[src/rtl/mul_iterative.sv]
// Iterative shift-add multiplier for MUL/MULH/MULHSU/MULHU: retires BPC multiplier
// bits per cycle on operand magnitudes, then fixes the sign in one extra cycle.
module mul_iterative #(
  parameter int XLEN       = 32,
  parameter int BPC        = 2,
  parameter int EARLY_TERM = 1
) (
  input  logic            clk_i,
  input  logic            rst_ni,
  input  logic            stb_i,
  input  logic            cyc_i,
  input  logic [XLEN-1:0] op_1_i,
  input  logic            op_1_is_signed_i,
  input  logic [XLEN-1:0] op_2_i,
  input  logic            op_2_is_signed_i,
  input  logic            result_upper_i,
  output logic [XLEN-1:0] result_o,
  output logic            ack_o,
  output logic            busy_o
);

  localparam int PW    = 2 * XLEN;
  localparam int NITER = XLEN / BPC;
  localparam int IW    = $clog2(NITER) + 1;

  localparam logic [XLEN-1:0] ONE_X     = XLEN'(1);
  localparam logic [PW-1:0]   ONE_P     = PW'(1);
  localparam logic [IW-1:0]   ONE_I     = IW'(1);
  localparam logic [IW-1:0]   LAST_ITER = IW'(NITER - 1);

  generate
    if (!((BPC == 1) || (BPC == 2) || (BPC == 4) || (BPC == 8)) || (XLEN % BPC != 0)) begin : g_bad_bpc
      $error("mul_iterative: BPC must be 1, 2, 4 or 8 and must divide XLEN");
    end
  endgenerate

  typedef enum logic [1:0] {
    IDLE = 2'd0,
    MUL  = 2'd1,
    NEG  = 2'd2,
    DONE = 2'd3
  } state_t;

  state_t          state_reg, state_next;
  logic [PW-1:0]   a_reg, a_next;
  logic [XLEN-1:0] b_reg, b_next;
  logic [PW-1:0]   acc_reg, acc_next;
  logic [IW-1:0]   iter_reg, iter_next;
  logic            neg_reg, neg_next;
  logic            upper_reg, upper_next;
  logic            ack_reg, ack_next;
  logic [XLEN-1:0] result_reg, result_next;

  logic [XLEN-1:0] op_1_mag, op_2_mag;
  logic            op_1_neg, op_2_neg;
  logic [PW-1:0]   pp_term [BPC];
  logic [PW-1:0]   pp_sum;
  logic [XLEN-1:0] b_shift;
  logic            req_live;
  logic            last_iter;

  // Magnitudes: 0x80..0 negates to itself, which read as unsigned is the right value.
  assign op_1_neg = op_1_is_signed_i & op_1_i[XLEN-1];
  assign op_2_neg = op_2_is_signed_i & op_2_i[XLEN-1];
  assign op_1_mag = op_1_neg ? (~op_1_i + ONE_X) : op_1_i;
  assign op_2_mag = op_2_neg ? (~op_2_i + ONE_X) : op_2_i;

  generate
    for (genvar gi = 0; gi < BPC; gi++) begin : g_pp
      assign pp_term[gi] = b_reg[gi] ? (a_reg << gi) : '0;
    end
  endgenerate

  always_comb begin
    pp_sum = '0;
    for (int i = 0; i < BPC; i++) begin
      pp_sum = pp_sum + pp_term[i];
    end
  end

  assign b_shift   = b_reg >> BPC;
  assign req_live  = stb_i & cyc_i;
  // Remaining multiplier bits all zero means further iterations would add nothing.
  assign last_iter = (iter_reg == LAST_ITER) || ((EARLY_TERM != 0) && (b_shift == '0));

  always_ff @(posedge clk_i or negedge rst_ni) begin
    if (!rst_ni) begin
      state_reg  <= IDLE;
      a_reg      <= '0;
      b_reg      <= '0;
      acc_reg    <= '0;
      iter_reg   <= '0;
      neg_reg    <= 1'b0;
      upper_reg  <= 1'b0;
      ack_reg    <= 1'b0;
      result_reg <= '0;
    end else begin
      state_reg  <= state_next;
      a_reg      <= a_next;
      b_reg      <= b_next;
      acc_reg    <= acc_next;
      iter_reg   <= iter_next;
      neg_reg    <= neg_next;
      upper_reg  <= upper_next;
      ack_reg    <= ack_next;
      result_reg <= result_next;
    end
  end

  always_comb begin
    state_next  = state_reg;
    a_next      = a_reg;
    b_next      = b_reg;
    acc_next    = acc_reg;
    iter_next   = iter_reg;
    neg_next    = neg_reg;
    upper_next  = upper_reg;
    ack_next    = ack_reg;
    result_next = result_reg;

    case (state_reg)
      IDLE: begin
        // A held strobe keeps ack up; it only clears once the requester lets go.
        if (ack_reg) begin
          ack_next = stb_i;
        end
        if (req_live && !ack_reg) begin
          a_next     = {{XLEN{1'b0}}, op_1_mag};
          b_next     = op_2_mag;
          neg_next   = op_1_neg ^ op_2_neg;
          upper_next = result_upper_i;
          acc_next   = '0;
          iter_next  = '0;
          state_next = MUL;
        end
      end

      MUL: begin
        if (!req_live) begin
          ack_next   = 1'b0;
          state_next = IDLE;
        end else begin
          acc_next  = acc_reg + pp_sum;
          a_next    = a_reg << BPC;
          b_next    = b_shift;
          iter_next = iter_reg + ONE_I;
          if (last_iter) begin
            state_next = neg_reg ? NEG : DONE;
          end
        end
      end

      NEG: begin
        if (!req_live) begin
          ack_next   = 1'b0;
          state_next = IDLE;
        end else begin
          acc_next   = ~acc_reg + ONE_P;
          state_next = DONE;
        end
      end

      DONE: begin
        result_next = upper_reg ? acc_reg[PW-1:XLEN] : acc_reg[XLEN-1:0];
        ack_next    = 1'b1;
        state_next  = IDLE;
      end

      default: begin
        state_next = IDLE;
      end
    endcase
  end

  assign result_o = result_reg;
  assign ack_o    = ack_reg & stb_i;
  assign busy_o   = (state_reg != IDLE);

endmodule

[config.mk]
export PLATFORM = sky130hd
export DESIGN_NAME = mul_iterative
export DESIGN_NICKNAME = d
export VERILOG_FILES = /design/src/rtl/mul_iterative.sv
export SDC_FILE = /design/constraint.sdc
export NUM_CORES = 1
export LEC_CHECK = 0
export CAP_MARGIN = 30
export CORE_MARGIN = 1
export CORE_UTILIZATION = 55
export DETAILED_ROUTE_END_ITERATION = 8
export PLACE_DENSITY = 0.85
export SYNTH_ARGS = -nofsm -noshare
export SYNTH_HDL_FRONTEND = slang
export SYNTH_SLANG_ARGS = --single-unit
export TNS_END_PERCENT = 30
[constraint.sdc]
create_clock -name clk_i -period 10.5 [get_ports clk_i]
set_clock_uncertainty 0.15 [all_clocks]
set_input_delay 1.575 -clock clk_i [delete_from_list [all_inputs] [get_ports clk_i]]
set_output_delay 1.575 -clock clk_i [all_outputs]
set_load 0.05 [all_outputs]
Yosys cells after proc, flatten, opt, wreduce, memory -nomap -nowiden
Cells that the tools add are included.
Word-level totals
  flip-flop bits (word level): 202
  input bits: 71
  output and inout port bits: 34
  word-level logic and storage cells: 72
Operators by class
  add/sub/neg operators: 6
  equality and inequality tests: 9
  muxes and demuxes: 27
  bitwise logic cells: 8
  reduce and logical (&&, ||, !) cells: 13
Operator list (count)
  $mux W64: 7
  $pmux W64 S3: 1
  $mux W32: 5
  $add A64 B64 Y64: 2
  $pmux W64 S2: 1
  $add A32 B1 Y32 const B: 2
  $add A64 B1 Y64 const B: 1
  $not A32 Y32: 2
  $not A64 Y64: 1
  $pmux W32 S2: 1
  $logic_not A32 Y1: 1
  $mux W5: 2
  $pmux W5 S2: 1
  $mux W2: 4
  $ne A2 B2 Y1 const B: 4
  $pmux W2 S4: 1
  $add A5 B1 Y5 const B: 1
  $eq A5 B4 Y1 const B: 1
  $and A1 B1 Y1: 4
  $eq A2 B2 Y1 const B: 2
  $reduce_and A2 Y1: 2
  $reduce_and A4 Y1: 1
  $reduce_bool A2 Y1: 2
  $mux W1: 3
  other kinds (11): 11

Longest topological paths before layout
  word-level depth: 5
  gate-level depth with buffers: 16
  depth with buffers taken out: 14

Least setup slack after synthesis
OpenSTA, ideal clock, no wires.
  kind: input to register
  start point: input port op_1_i[9]
  end point: register a_reg[29]
  library setup time: 0.083 ns
  arrival time: 4.076 ns
  required time: 10.267 ns
  slack: 6.192 ns
  cell stages on the path: 9
  buffers on the path: 0
  cell sequence: or4_1 > or3_1 > or4_1 > nor3_1 > nand3_1 > o31ai_1 > xnor2_1 > mux2i_1 > o21ai_0
Between the ends
  cells in the longest elaborated chain, start to end: 5
Ends and longest elaborated chain
  start: declaration: RTL line 12  | input logic [XLEN-1:0] op_1_i,
  $not A32 Y32: RTL line 65  | assign op_1_mag = op_1_neg ? (~op_1_i + ONE_X) : op_1_i;
  $add A32 B1 Y32: RTL line 65
  $mux W32: RTL line 65
  $mux W64: RTL line 127  | if (req_live && !ack_reg) begin
  $pmux W64 S2: RTL line 121  | case (state_reg)
  end signal: assignment: RTL line 99  | a_reg <= a_next;
  end: declaration: RTL line 45  | logic [PW-1:0] a_reg, a_next;
Every way passes these cells. The select of a mux whose other input is x is not followed.
A chain may end at the register's enable or synchronous reset.

Worst setup path in the final report
  start point: register b_reg[1]
  end point: register acc_reg[63]
Between the ends
  cells in the longest elaborated chain, start to end: 5
Ends and longest elaborated chain
  start: declaration: RTL line 46  | logic [XLEN-1:0] b_reg, b_next;
  start signal: assignment: RTL line 100  | b_reg <= b_next;
  $mux W64: RTL line 70  | assign pp_term[gi] = b_reg[gi] ? (a_reg << gi) : '0;
  $add A64 B64 Y64: RTL line 77  | pp_sum = pp_sum + pp_term[i];
  $add A64 B64 Y64: RTL line 143  | acc_next = acc_reg + pp_sum;
  $mux W64: RTL line 139  | if (!req_live) begin
  $pmux W64 S3: RTL line 121
  end signal: assignment: RTL line 101  | acc_reg <= acc_next;
  end: declaration: RTL line 47  | logic [PW-1:0] acc_reg, acc_next;
Every way passes these cells. The select of a mux whose other input is x is not followed.

==> results.ini <==
[synthesis]
synth_cell_types = 70
async_reset_ff_share_pct = 100
syn-cell-area_mm2 = 0.0172
synth_flop_cell = dfrtp_1
synth-edff-count = 0
yosys_warnings = 0
synth_seq_cells = 202
ys_seq_area_share_pct = 29.4
syn_area_per_cell_um2 = 8.14
synth_cells = 2113
synth_fp_nets = 2321

[routing]
drt_first_pass_iters = 9
drt_iter0_markers = 1599
vias = 16400
drc = 0
ant_nets = 0
wl_um = 51300
wire_per_inst_um = 20.1
vias_per_cell = 6.43

[sta]
hold_violations = 0
fmax_mhz = 193
fin_tns_setup_ps = 0
setup_violations = 0
drv_slew = 0
rsz0062_at_grt = no
min_period_over_period_pct = 49.4
finalWorstSetupSlack_ps = 5310
tightest_slew_ps = 865
timing.final.crit_period_ps = 5190
max-slew-margin-rel_pct = 42.3

[clocking]
ctsRootBufferMaster = clkbuf_16
cts_resized = 0
cts_buffers = 24
cts.clk_slew.worst_paths_ps = 60
worstSkewPairLatency_ps = 540
cts.htree.levels = 1
clock_sinks = 202
clockBufferDepth = 3
cts_tree = built
cts_setup_buffers = 0
ctsHoldBuffers = 0

[global_route]
grt-ovfl-total = 0
track_usage_pct = 32.8
grt_pass1_wl_um = 82700
antenna_found_initial = 1
grt_pass1_vias = 15600
grt_max_degree = 102

[setup_path]
worstPathArrival_ps = 5510
required_ps = 10820
crit_top_cell = fa_1
worstSetupStartpoint = b_reg[1]
start_kind = flip-flop
slowest_stage = a41oi_1
cp_max_fo = 64
critPathCaptureType = flip-flop
path_cells = buf_4, and2_1, fa_1, ha_1, inv_1, fa_1, nand2b_1, a211oi_1, o31ai_1, a21oi_1, o21ai_0, a41oi_1, a21boi_0, or4_1, nand3_1
slowest_delay_ps = 570
setup.worst_path.class = flip-flop to flip-flop
worstReg2RegStart = b_reg[1]

[die]
io_pins = 105
die-area_mm2 = 0.0320
core_area_mm2 = 0.0307
start_util_pct = 56.1
die_x_um = 179
die_height_um = 179
rows = 64

[placement]
gp_congestion = 0.983
pre_cts_ws_ps = 5350
dpl.cell_count = 2511
place_hpwl_um = 38900
portBuffers = 104

[outcome]
status = complete, no violations

[hold_path]
hp-class = flip-flop to flip-flop
hp-start = b_reg[0]

[power_and_ir_drop]
ir_drop_mv = 0.171
p_total_mw = 5.38
p_leak_nw = 8.57
power_density_mw_per_mm2 = 279

[final_layout]
multiInputGateArea_mm2 = 0.0115
post-route-util_pct = 62.8
syn2layout_area_growth_pct = 12.1
drive_gt1_share_pct = 3.71
final-instance-count-excl-fill = 2554
seq_area_mm2 = 0.00505
nFillCells = 2629
final_nets = 2350
diodes = 0

[run]
drv_cap = 0

## cell usage after synthesis (all sizes together), types with 8 or more instances
cell | n | share of area [%]
xor2 | 53 | 2.7
buf | 8 | 0.17
and3 | 9 | 0.33
or3 | 34 | 1.3
nand2b | 10 | 0.36
o21bai | 15 | 0.66
ha | 74 | 5.4
nand3 | 44 | 1.3
a21o | 36 | 1.6
inv | 58 | 1.3
o21ai | 220 | 6.4
clkbuf | 111 | 2.4
fa | 63 | 7.3
a211oi | 9 | 0.39
nor2b | 8 | 0.29
nand3b | 9 | 0.39
nand2 | 203 | 4.4
nor2 | 170 | 3.7
a22o | 31 | 1.6
a21oi | 220 | 6.4
xnor2 | 51 | 2.6
o21a | 13 | 0.57
or4 | 17 | 0.84
nor3 | 68 | 2.0
a32oi | 13 | 0.66
and2 | 139 | 5.1
nand4 | 25 | 0.91
a22oi | 9 | 0.39
mux2i | 40 | 2.3
dfrtp | 202 | 29
nor4 | 20 | 0.73
a31oi | 15 | 0.55
o41ai | 9 | 0.46
o211ai | 13 | 0.57
o31ai | 20 | 0.87
## cells by family (layout without fill, tap and decap cells)
group	after synthesis	after routing	synth area share, %
XOR/XNOR	104	104	5.30
AND/OR/NAND/NOR	778	778	22.6
flip-flops	202	202	29.4
multiplexers	42	42	2.46
adder cells (fa/ha/maj)	137	137	12.7
buffers and inverters	177	222	3.86
AO/OA/AOI/OAI	673	673	23.6
## placed cells by master, fill, tap and decap left out, types with 15 or more instances in the layout
master,instances
fa_1,63
inv_1,58
o21bai_1,15
nand2_1,203
ha_1,72
nor4_1,20
o31ai_1,20
xor2_1,53
nand4_1,25
or3_1,32
nor2_1,170
o21ai_0,218
nand3_1,44
nor3_1,68
a21oi_1,219
dfrtp_1,202
xnor2_1,51
clkdlybuf4s50_1,103
buf_4,17
a21o_1,36
a31oi_1,15
a22o_1,31
mux2i_1,40
and2_1,139
clkbuf_16,25
## power breakdown
group	internal, mW	leakage, nW	switching [mW]
Sequential	1.02	2.68	0.366
Combinational	1.10	5.50	2.03
Clock	0.523	0.397	0.338
Total	2.65	8.57	2.73
## area by class of cell
class	count	area share (%)
Multi-Input combinational cell	1734	59.6
Sequential cell	202	26.2
Timing Repair Buffer	122	6.23
Clock buffer	36	3.77
Tap cell	396	2.57
Inverter	58	1.13
Clock inverter	6	0.428
## worst max-delay path: cells and delay by family (launching register included)
family          cells  cell delay [ps]
compound gates      6             2060
simple gates        4             1090
fa+ha+maj           3             1090
buf+inv             2              360
flops               1              350
## path summary, 6_finish.rpt
check	end	slack (ps)	cells past startpoint
max in group asynchronous	a_reg[25]	8040	2
min in group asynchronous	result_o[2]	890	1
worst min register to register	b_reg[0]	330	2
worst max register to register	acc_reg[63]	5310	15
worst max-delay path	acc_reg[63]	5310	15
worst min-delay path	b_reg[0]	330	2
## stage by stage
step | area [um2] | hold WS [ps]
after floorplan | 17200 | 301
after CTS | 19200 | 336
final | 19300 | 331
after detailed placement | 18400 | 323
after global placement | 18400 | 313
after global routing | 19300 | 361
## layer usage
| metal | wire length, um | track usage (%) | vias up |
|---|---|---|---|
| met2 | 23500 | 53.2 | 748 |
| met1 | 22100 | 45.1 | 7916 |
| met4 | 1650 | 10.7 | 0 |
| met5 | 0 | 0 | - |
| li1 | - | - | 7658 |
| met3 | 4010 | 4.18 | 105 |
(Power assumes the default switching activity.)
